===== config.mk =====
export PLATFORM = sky130hd
export DESIGN_NAME = alu_seq
export DESIGN_NICKNAME = d
export VERILOG_FILES = /design/src/rtl/alu_pkg.sv /design/src/rtl/alu_iter_muldiv.sv /design/src/rtl/alu_seq.sv
export SDC_FILE = /design/constraint.sdc
export NUM_CORES = 1
export LEC_CHECK = 0
export CORE_UTILIZATION = 35
export CTS_BUF_LIST = sky130_fd_sc_hd__clkbuf_4 sky130_fd_sc_hd__clkbuf_8
export DETAILED_ROUTE_END_ITERATION = 6
export GPL_ROUTABILITY_DRIVEN = 0
export GPL_TIMING_DRIVEN = 0
export PLACE_DENSITY = 0.55
export SKIP_CTS_REPAIR_TIMING = 1
export SYNTH_ARGS = -nofsm -noshare
export SYNTH_HDL_FRONTEND = slang
export SYNTH_SLANG_ARGS = --single-unit

===== constraint.sdc =====
create_clock -name clk -period 15.5 [get_ports clk]
set_input_delay 3.1 -clock clk [delete_from_list [all_inputs] [get_ports clk]]
set_output_delay 3.1 -clock clk [all_outputs]
set_load 0.01 [all_outputs]

===== src/rtl/alu_pkg.sv =====
// alu_pkg: opcode encodings and handshake FSM states shared by alu_seq
package alu_pkg;
  localparam logic [3:0] OP_ADD = 4'h0, OP_INC = 4'h1, OP_SUB = 4'h2, OP_DEC = 4'h3;
  localparam logic [3:0] OP_MUL = 4'h4, OP_DIV = 4'h5, OP_SHL = 4'h6, OP_SHR = 4'h7;
  localparam logic [3:0] OP_AND = 4'h8, OP_OR = 4'h9, OP_INV = 4'hA, OP_NAND = 4'hB;
  localparam logic [3:0] OP_NOR = 4'hC, OP_XOR = 4'hD, OP_XNOR = 4'hE, OP_BUF = 4'hF;
  typedef enum logic [1:0] {IDLE, MUL, DIV, DONE} state_t;
endpackage


===== src/rtl/alu_iter_muldiv.sv =====
// alu_iter_muldiv: one-bit-per-cycle shift-add multiplier and restoring divider
module alu_iter_muldiv #(
  parameter int WIDTH = 8
) (
  input  logic               clk,
  input  logic               rst,
  input  logic               start,
  input  logic               op,
  input  logic [WIDTH-1:0]   a,
  input  logic [WIDTH-1:0]   b,
  output logic               busy,
  output logic               done,
  output logic [2*WIDTH-1:0] result
);
  localparam int CW = $clog2(WIDTH);
  logic div, ge;
  logic [CW-1:0] cnt;
  logic [2*WIDTH-1:0] p, mc, p_n;
  logic [WIDTH-1:0] x, d, rem, x_n, rem_n;
  logic [WIDTH:0] r_sh;
  always_comb begin
    r_sh = {rem, x[WIDTH-1]};
    ge = r_sh >= {1'b0, d};
    rem_n = ge ? r_sh[WIDTH-1:0] - d : r_sh[WIDTH-1:0];
    p_n = x[0] ? p + mc : p;
    x_n = div ? {x[WIDTH-2:0], ge} : x >> 1;
  end
  assign done = busy && cnt == CW'(WIDTH - 1);
  assign result = div ? {rem_n, x_n} : p_n;
  always_ff @(posedge clk) begin
    if (rst) begin
      busy <= 1'b0;
    end else if (start) begin
      busy <= 1'b1;
      cnt <= '0;
      div <= op;
      p <= '0;
      mc <= {{WIDTH{1'b0}}, b};
      x <= a;
      d <= b;
      rem <= '0;
    end else if (busy) begin
      busy <= !done;
      cnt <= cnt + CW'(1);
      p <= p_n;
      mc <= mc << 1;
      x <= x_n;
      rem <= rem_n;
    end
  end
endmodule


===== src/rtl/alu_seq.sv =====
// alu_seq: registered 16-op ALU with valid/ready handshake and iterative mul/div
module alu_seq
  import alu_pkg::*;
#(
  parameter int WIDTH = 8
) (
  input  logic               clk,
  input  logic               rst,
  input  logic               in_valid,
  output logic               in_ready,
  input  logic [WIDTH-1:0]   a,
  input  logic [WIDTH-1:0]   b,
  input  logic [3:0]         cmd,
  input  logic               en,
  output logic               out_valid,
  input  logic               out_ready,
  output logic [2*WIDTH-1:0] dout,
  output logic               zero,
  output logic               carry,
  output logic               dz
);
  localparam int DW = 2 * WIDTH;
  state_t state, state_n;
  logic accept, start, fin, load, en_r, cy, dzv, md_busy, md_done;
  logic [DW-1:0] ae, be, res, md_res, val;
  assign in_ready = state == IDLE && !md_busy && !rst;
  assign out_valid = state == DONE;
  assign accept = in_valid && in_ready;
  assign start = accept && (cmd == OP_MUL || (cmd == OP_DIV && b != '0));
  assign fin = (state == MUL || state == DIV) && md_done;
  assign load = (accept && !start) || fin;
  assign val = fin ? (en_r ? md_res : '0) : (en ? res : '0);
  alu_iter_muldiv #(.WIDTH(WIDTH)) u_md (
    .clk(clk), .rst(rst), .start(start), .op(cmd == OP_DIV), .a(a), .b(b),
    .busy(md_busy), .done(md_done), .result(md_res)
  );
  always_comb begin
    ae = {{WIDTH{1'b0}}, a};
    be = {{WIDTH{1'b0}}, b};
    case (cmd)
      OP_ADD:  res = ae + be;
      OP_INC:  res = ae + DW'(1);
      OP_SUB:  res = ae - be;
      OP_DEC:  res = ae - DW'(1);
      OP_DIV:  res = {a, {WIDTH{1'b1}}};
      OP_SHL:  res = ae << b;
      OP_SHR:  res = ae >> b;
      OP_AND:  res = ae & be;
      OP_OR:   res = ae | be;
      OP_INV:  res = ~ae;
      OP_NAND: res = ~(ae & be);
      OP_NOR:  res = ~(ae | be);
      OP_XOR:  res = ae ^ be;
      OP_XNOR: res = ~(ae ^ be);
      OP_BUF:  res = ae;
      default: res = '0;
    endcase
    cy = (cmd == OP_ADD || cmd == OP_INC) ? res[WIDTH] :
         cmd == OP_SUB ? a < b : cmd == OP_DEC ? a == '0 : 1'b0;
    dzv = cmd == OP_DIV && b == '0;
  end
  always_comb begin
    state_n = state;
    if (state == IDLE && accept) state_n = start ? (cmd == OP_MUL ? MUL : DIV) : DONE;
    if (fin) state_n = DONE;
    if (state == DONE && out_ready) state_n = IDLE;
  end
  always_ff @(posedge clk) begin
    if (rst) begin
      state <= IDLE;
      dout <= '0;
      zero <= 1'b0;
      carry <= 1'b0;
      dz <= 1'b0;
      en_r <= 1'b0;
    end else begin
      state <= state_n;
      if (accept) en_r <= en;
      if (load) begin
        dout <= val;
        zero <= val == '0;
        carry <= !fin && en && cy;
        dz <= !fin && en && dzv;
      end
    end
  end
endmodule


Word-level counts from Yosys, hierarchy flattened
Cells that the tools add are included.
{"block": "totals", "reg_bits": 83, "rom_bits": 0, "mem_count": 0, "inputBits": 25, "latchBits": 0, "elab_cells": 111, "output_inout_bits": 21, "mem_bits_rw": 0}
{"block": "op_classes", "n_mux": 24, "div": 0, "bitwise": 8, "n_reduce_logical": 34, "n_shift": 2, "n_addsub": 7, "n_mul": 0, "magnitude_cmp": 2, "n_eq_ne": 19}
{"cell": "case mux 16 bit (15 select lines)", "n": 1}
{"cell": "2-to-1 mux 16 bit", "n": 7}
{"cell": "inverter 8 -> 16 bit", "n": 4}
{"cell": "2-to-1 mux 8 bit", "n": 6}
{"cell": "equality test 4 bit, second input constant", "n": 8}
{"cell": "adder 16 bit", "n": 1}
{"cell": "equality test 4 x 3 -> 1 bit, second input constant", "n": 4}
{"cell": "logical NOT 16 bit", "n": 1}
{"cell": "logical NOT 8 bit", "n": 2}
{"cell": "<< shifter 8 x 8 -> 16 bit", "n": 1}
{"cell": ">> shifter 8 x 8 -> 16 bit", "n": 1}
{"cell": "logical AND 1 bit", "n": 14}
{"cell": "adder 8 x 1 -> 9 bit, second input constant", "n": 1}
{"cell": "adder 8 x 8 -> 9 bit", "n": 1}
{"cell": "greater-or-equal comparator 9 x 8 -> 1 bit", "n": 1}
{"cell": "subtractor 8 x 1 -> 9 bit, second input constant", "n": 1}
{"cell": "subtractor 8 x 8 -> 9 bit", "n": 1}
{"cell": "bitwise AND 8 bit", "n": 1}
{"cell": "equality test 4 x 2 -> 1 bit, second input constant", "n": 2}
{"cell": "< comparator 8 bit", "n": 1}
{"cell": "2-to-1 mux 2 bit", "n": 4}
{"cell": "bitwise OR 8 bit", "n": 1}
{"cell": "nonzero test 8 bit", "n": 1}
{"cell": "subtractor 8 bit", "n": 1}
{"cell": "16 further kinds", "n": 30}

Longest topological paths before layout
Gate-level depths: netlist of run 1.
{"block": "logic_depth", "word_depth": 8, "ltp_mapped": 21, "ltp_nobuf": 16}

Cells and area by module
Synthesis of run 1 repeated with hierarchy kept, for this count alone.
{"block": "hier_totals", "cells_unflattened": 957, "area_unflattened_um2": 8194.1}
{"mod": "alu_seq", "seq_area_each_um2": 440.4, "cells_per_inst": 570, "area_each_um2": 4150.2, "instances": 1}
{"mod": "alu_iter_muldiv", "seq_area_each_um2": 1821.7, "cells_per_inst": 387, "area_each_um2": 4043.9, "instances": 1}

Worst setup path after synthesis of run 1
No wires, ideal clock.
{"block": "synth_timing", "path_type": "input port to flip-flop", "start": "input port rst", "end": "register u_md.cnt[0], enable pin", "setup_slack_ns": 8.163, "t_arrival_ns": 6.877, "n_path_buf": 2, "t_required_ns": 15.040, "stages": 7, "setup_ns": 0.460, "cell_sequence": "clkbuf_1 -> nor3b_1 -> nand2_1 -> nor2_1 -> clkbuf_1 -> nor2_1 -> nor2_1"}
{"block": "synth_between", "elab_chain_len": 6, "word_cells_on_any_way": 7, "classes_between": "1 x bitwise; 6 x reduce/logical"}
{"element": "start, declared", "line_no": "alu_seq.sv:8", "source": "input logic rst,"}
{"element": "logical NOT 1 bit", "line_no": "alu_seq.sv:26", "source": "assign in_ready = state == IDLE && !md_busy && !rst;"}
{"element": "logical AND 1 bit", "line_no": "alu_seq.sv:26"}
{"element": "via in_ready", "line_no": "alu_seq.sv:10", "source": "output logic in_ready,"}
{"element": "logical AND 1 bit", "line_no": "alu_seq.sv:28", "source": "assign accept = in_valid && in_ready;"}
{"element": "logical AND 1 bit", "line_no": "alu_seq.sv:29", "source": "assign start = accept && (cmd == OP_MUL || (cmd == OP_DIV && b != '0));"}
{"element": "nonzero test 2 bit (no line)"}
{"element": "AND reduction 2 bit (no line)"}
{"element": "end signal, assigned", "line_no": "alu_iter_muldiv.sv:44", "source": "cnt <= cnt + CW'(1);"}
{"element": "end, declared", "line_no": "alu_iter_muldiv.sv:17", "source": "logic [CW-1:0] cnt;"}
The timed path passes the listed nets, and every way through them passes these cells.
A chain may end at the register's enable or synchronous reset.

Worst setup path in the final report of run 1
{"block": "layout_timing", "start": "input port cmd[3]", "end": "register zero"}
{"block": "layout_between", "elab_chain_len": 7, "word_cells_on_any_way": 26, "classes_between": "15 x eq/ne; 3 x mux; 8 x reduce/logical"}
{"element": "start, declared", "line_no": "alu_seq.sv:13", "source": "input logic [3:0] cmd,"}
{"element": "parallel branches: the longest is 7 deep, another holds case mux 16 bit (15 select lines)"}
{"element": "end signal, assigned", "line_no": "alu_seq.sv:72", "source": "zero <= 1'b0;"}
{"element": "end signal, assigned", "line_no": "alu_seq.sv:81", "source": "zero <= val == '0;"}
{"element": "end, declared", "line_no": "alu_seq.sv:18", "source": "output logic zero,"}
Several ways; the timed one is not identified.

==> results of run 1 <==
==> worst reg2reg max path, cell delays in order (launching register included) <==
cell       delay [ps]
edfxtp_1          440
ha_1              250
fa_1              450
a211oi_1          320
nor2_1            130
and4b_1           200
a2111oi_0         900
o21ai_0           310
a211o_1           410
a31oi_1           170
nand4_1           130
nor3_1            200
a31o_1            150
==> final cells by class <==
cell class	instances	area share [%]
buffer	61	2.819
clock buffer	13	1.926
clock inverter	3	0.4745
inverter	47	1.968
multi-input combinational	762	58.65
sequential	83	25.23
tap	280	3.908
timing repair buffer	44	5.024
==> sequential cells by signal (all words and copies together), names as in the netlist <==
name,cells
carry,1
u_md.cnt,3
dz,1
state,2
dout,16
u_md.p,16
en_r,1
u_md.div,1
u_md.busy,1
u_md.x,8
zero,1
u_md.d,8
u_md.mc,16
u_md.rem,8
==> stage by stage <==
| stage | hold WS [ps] | instances |
|---|---|---|
| 2_1_floorplan | 458.3 | 953 |
| 3_3_place_gp | 447.3 | 1276 |
| 3_5_place_dp | 448.3 | 1277 |
| 4_1_cts | 459.4 | 1293 |
| 5_1_grt | 480.9 | 1293 |
| 6_report | 459.2 | 1293 |
==> final timing paths <==
path / startpoint / cells after the start / end / slack [ps]
min: dz / 2 / dz / 460
max reg2reg: u_md.mc[0] / 12 / zero / 11370
max: cmd[3] / 20 / zero / 7440
min reg2reg: dz / 2 / dz / 460
==> cells by family after synthesis <==
kind of cell	count (synthesis)	synth area share, %
buf+inv	108	5.404
flops	83	28.49
mux	39	5.640
compound gates	271	23.40
fa+ha+maj	65	10.62
simple gates	366	24.14
xor+xnor	21	2.316
==> layout by cell type (no fill, tap or decap), types with 8 or more instances in the layout <==
cell type / count
a211oi_1: 24
a21o_1: 8
a21oi_1: 51
a31oi_1: 18
and2_1: 8
buf_2: 19
clkbuf_1: 39
clkbuf_8: 12
clkdlybuf4s50_1: 43
dfxtp_1: 23
edfxtp_1: 60
ha_1: 61
inv_1: 44
mux2i_1: 29
nand2_1: 78
nand2b_1: 21
nand3_1: 22
nand4_1: 9
nor2_1: 88
nor2b_1: 26
nor3_1: 27
nor3b_1: 10
nor4_1: 13
o21a_1: 10
o21ai_0: 45
o22ai_1: 12
or2_2: 9
or3_1: 17
xnor2_1: 14
==> power breakdown <==
group | switching (mW) | total, mW | internal, mW | leakage [nW]
combinational | 0.0949 | 0.154 | 0.0586 | 2.49
sequential | 0.00330 | 0.246 | 0.243 | 0.730
clock | 0.0828 | 0.173 | 0.0898 | 0.114
total | 0.181 | 0.572 | 0.391 | 3.33
==> per-layer routing <==
| layer | vias to the layer above | track usage (%) | share of wire (%) |
|---|---|---|---|
| met2 | 415 | 38.27 | 44 |
| met1 | 3693 | 31.66 | 43 |
| met5 | - | 0 | 0 |
| met4 | 0 | 12.70 | 6.0 |
| li1 | 3698 | - | - |
| met3 | 115 | 4.238 | 7.3 |
==> flow_summary_export.csv, run 1 <==
group,metric,value,unit
cts,clk_path_buf_depth,2,
global_routing,gr-total-overflow,0,
logic_synthesis,ys.flop_type,"edfxtp_1",
sta,hold_violations,0,
finish,antenna_cells,0,
logic_synthesis,synthCells,953,
finish,ff_latch_area,0.002262,mm^2
logic_synthesis,synth.most_common_cell,"nor2_1",
cts,numCtsBuffers,9,
setup_path,cp.arrival,8380,ps
die,coreArea,0.02203,mm^2
setup_path,worst-path-max-fanout,10,
logic_synthesis,synth_top_area_share,22.69,%
cts,cts_tree,"yes",
setup_path,crit_buf_inv,6,
finish,nets,1098,
setup_path,crit_chain,"clkdlybuf4s50_1, buf_2, buf_2, buf_1, nor3_1, and2_1, clkbuf_1, or2_2, ha_1, inv_1, fa_1, nor2b_1, o221ai_1, a32oi_1, a31oi_1, a211oi_1, nor4bb_1, nand4_1, nor3_1, a31o_1",
route,num_vias,7921,
sta,fin_ws,7442,ps
logic_synthesis,yosysSeqAreaShare,28.49,%
setup_path,critPathLaunchType,"input port",
setup_path,slowest_stage,"nor3_1",
worst_hold_path,hold_class,"reg -> reg",
logic_synthesis,ys_seq_elements,83,
status,status,"complete, but fails checks",
die,rows,54,
global_routing,antenna_found_initial,0,
die,fp.dieW,152.6,um
logic_synthesis,synth_fp_nets,1043,
cts,htree_levels,3,
die,ios,46,
placement,dpl-instance-area,0.008750,mm^2
power_and_ir_drop,finalPower,0.5723,mW
die,die_area,0.02330,mm^2
placement,dp_hpwl,22.00,mm
finish,post-route-util,40.70,%
route,via_per_inst,6.126,
setup_path,path_delay_family,"simple AND/OR/NAND/NOR gates",
setup_path,critPathMaxStageDelay,540,ps
cts,path_clk_slew,90,ps
sta,clock_skew,16.66,ps
sta,setup_tns,0,ps
setup_path,crit_type,"in -> reg",
route,drt_iter0_markers,833,
logic_synthesis,synth_edf_count,60,
finish,areaGrowthSynthToFinish,12.89,%
sta,clock.fmax,0.1241,GHz
status,violations,"DRC",
die,initial_core_util,36.05,%
sta,rsz0062_at_grt,"no",
logic_synthesis,synth_cell_type_count,85,
cts,cts_root_buf,"clkbuf_8",
power_and_ir_drop,p_leak,3.332,nW
route,drc_errors,1,
finish,postLayoutCellArea,0.008965,mm^2
logic_synthesis,synth_common_cells,"nor2_1 (89), nand2_1 (78), ha_1 (61)",
setup_path,critPathRequiredTime,15820,ps
sta,period_minus_slack,8058,ps
power_and_ir_drop,power_density,63.83,mW/mm^2
sta,min_period_over_period,51.99,%
sta,tightest_slew,1224,ps
finish,layout-drive-gt1-share,6.713,%
placement,dpl_worst_slack,7119,ps
sta,drv_slew,0,
run,max_cap_violations,0,
route,antenna_left,0,
sta,max-slew-margin-rel,16.31,%
route,dr.pass1.iters,7,
setup_path,end_kind,"flop",
finish,fillers,2297,
route,wl_per_cell,22.01,um
global_routing,grt_max_degree,30,
global_routing,grt_pass1_wl,43.61,mm
cts,cts.sinks,83,
cts,worstSkewPairLatency,380,ps
logic_synthesis,async_flop_share,0,%
route,drt_wl_total,28.46,mm
placement,port-buffer-count,43,
global_routing,grt_usage,24.25,%
logic_synthesis,synth.largest_area_cell,"edfxtp_1",
logic_synthesis,syn_avg_cell_area,8.333,um^2
die,fp.dieH,152.6,um
logic_synthesis,syn_area,0.007941,mm^2
power_and_ir_drop,peakVddDrop,0.00003523,V
global_routing,first_global_vias,7541,
logic_synthesis,synth.area.top_cells,"edfxtp_1 (23%), ha_1 (9.6%), dfxtp_1 (5.8%)",
sta,finalSetupViolations,0,
logic_synthesis,synth_warnings,0,
finish,multiInputGateArea,0.005258,mm^2
Note: power is estimated with default switching activity, not from simulation.
==> run 2, diff against run 1 <==
- PLACE_DENSITY: 0.55 -> 0.56
- clock period: 15.5 -> 6.6 ns (I/O delays scaled with it)
==> flow_summary_export.csv, run 2 (synthesis results as in run 1) <==
group,metric,value,unit
die,rows,54,
power_and_ir_drop,p_leak,3.327,nW
cts,path_clk_slew,80,ps
setup_path,critPathRequiredTime,6910,ps
worst_hold_path,hold_class,"reg -> reg",
global_routing,grt_pass1_wl,43.79,mm
cts,cts.sinks,83,
route,dr.pass1.iters,7,
finish,ff_latch_area,0.002262,mm^2
finish,top_regs,"dout (16), u_md.mc (16), u_md.p (16)",
sta,clock.fmax,0.1600,GHz
finish,layout-drive-gt1-share,6.811,%
finish,final_common_cell,"nor2_1",
placement,placed_cells_incl_taps,1277,
die,coreArea,0.02203,mm^2
sta,min_period_over_period,94.72,%
die,die_area,0.02330,mm^2
cts,cts_tree,"yes",
route,drt_wl_total,28.46,mm
power_and_ir_drop,power_density,147.6,mW/mm^2
global_routing,gr-total-overflow,0,
finish,layoutNonFillerInstCount,1293,
sta,period_minus_slack,6251,ps
placement,dp_hpwl,21.88,mm
sta,clock_skew,12.15,ps
die,initial_core_util,36.05,%
global_routing,antenna_found_initial,0,
finish,areaGrowthSynthToFinish,12.76,%
finish,mostFrequentLayoutCells,"nor2_1 (88), nand2_1 (78), ha_1 (61)",
global_routing,grt_usage,24.46,%
finish,fillers,2312,
sta,tightest_slew,1226,ps
sta,rsz0062_at_grt,"no",
power_and_ir_drop,finalPower,1.322,mW
route,num_vias,7917,
sta,finalSetupViolations,0,
sta,drv_slew,0,
run,max_cap_violations,0,
route,antenna_left,0,
finish,multiInputGateArea,0.005263,mm^2
global_routing,first_global_vias,7631,
route,drt_iter0_markers,888,
finish,nets,1098,
die,fp.dieW,152.6,um
cts,clk_path_buf_depth,2,
cts,numCtsBuffers,9,
power_and_ir_drop,peakVddDrop,0.00007937,V
global_routing,grt_max_degree,31,
sta,max-slew-margin-rel,16.18,%
route,wl_per_cell,22.01,um
cts,worstSkewPairLatency,370,ps
sta,hold_violations,0,
route,drc_errors,1,
finish,antenna_cells,0,
die,fp.dieH,152.6,um
die,ios,46,
sta,setup_tns,0,ps
placement,port-buffer-count,43,
cts,htree_levels,3,
setup_path,cp.arrival,6560,ps
setup_path,end_kind,"flop",
status,status,"complete, but fails checks",
setup_path,critPathLaunchType,"input port",
setup_path,worst-path-max-fanout,10,
route,via_per_inst,6.123,
setup_path,crit_type,"in -> reg",
cts,cts_root_buf,"clkbuf_8",
status,violations,"DRC",
==> run 2: changes by cell type in the layout (fill, tap and decap cells not counted) <==
cell,delta
clkbuf_4,+1
clkbuf_8,-2
nor3_1,-1
nor3_2,+1
clkinv_2,+1
==> run 2: final timing paths <==
kind	slack [ps]	startpoint	to	depth (start not counted)
max reg2reg	2600	u_md.mc[0]	zero	12
min reg2reg	470	carry	carry	2
max	350	cmd[3]	zero	20
min	470	carry	carry	2
==> run 2: power by group <==
part	leakage (nW)	switching, mW	total (mW)	internal (mW)
registers	0.730	0.00774	0.578	0.570
logic	2.49	0.223	0.360	0.137
clock network	0.108	0.190	0.384	0.194
==> run 2: worst max-delay path, stage by stage <==
cell and delay [ps]:
clkdlybuf4s50_1 510, buf_2 220, buf_2 210, buf_1 320, nor3_2 380, and2_1 170, clkbuf_1 280, or2_2 200
ha_1 230, inv_1 80, fa_1 380, nor2b_1 220, o221ai_1 250, a32oi_1 450, a31oi_1 140, a211oi_1 370
nor4bb_1 330, nand4_1 140, nor3_1 190, a31o_1 160
==> run 2: metrics by stage <==
| stage | hold WS (ps) | utilization [%] | setup WS, ps | cell area (um^2) |
|---|---|---|---|---|
| floorplan | 458.3 | - | 1043 | 7941 |
| global placement | 453.3 | 39.60 | -1482 | 8722 |
| detailed placement | 457.7 | 39.72 | -108.1 | 8750 |
| CTS | 473.2 | 40.63 | 256.0 | 8950 |
| global route | 512.2 | 40.66 | 117.1 | 8955 |
| finish | 473.4 | 40.66 | 348.6 | 8955 |
==> run 2: metal layers <==
metal	up-vias	part of all wire, %	global-route usage, %
met5	-	0	0
met3	97	8.5	4.920
li1	3711	-	-
met2	420	44	37.94
met1	3689	42	31.40
met4	0	5.9	14.62
==> run 2: layout make-up <==
cell class	count	area share, %
multi-input combinational	762	58.77
sequential	83	25.26
timing repair buffer	44	5.030
tap	280	3.912
buffer	61	2.822
inverter	47	1.970
clock buffer	12	1.705
clock inverter	4	0.5309
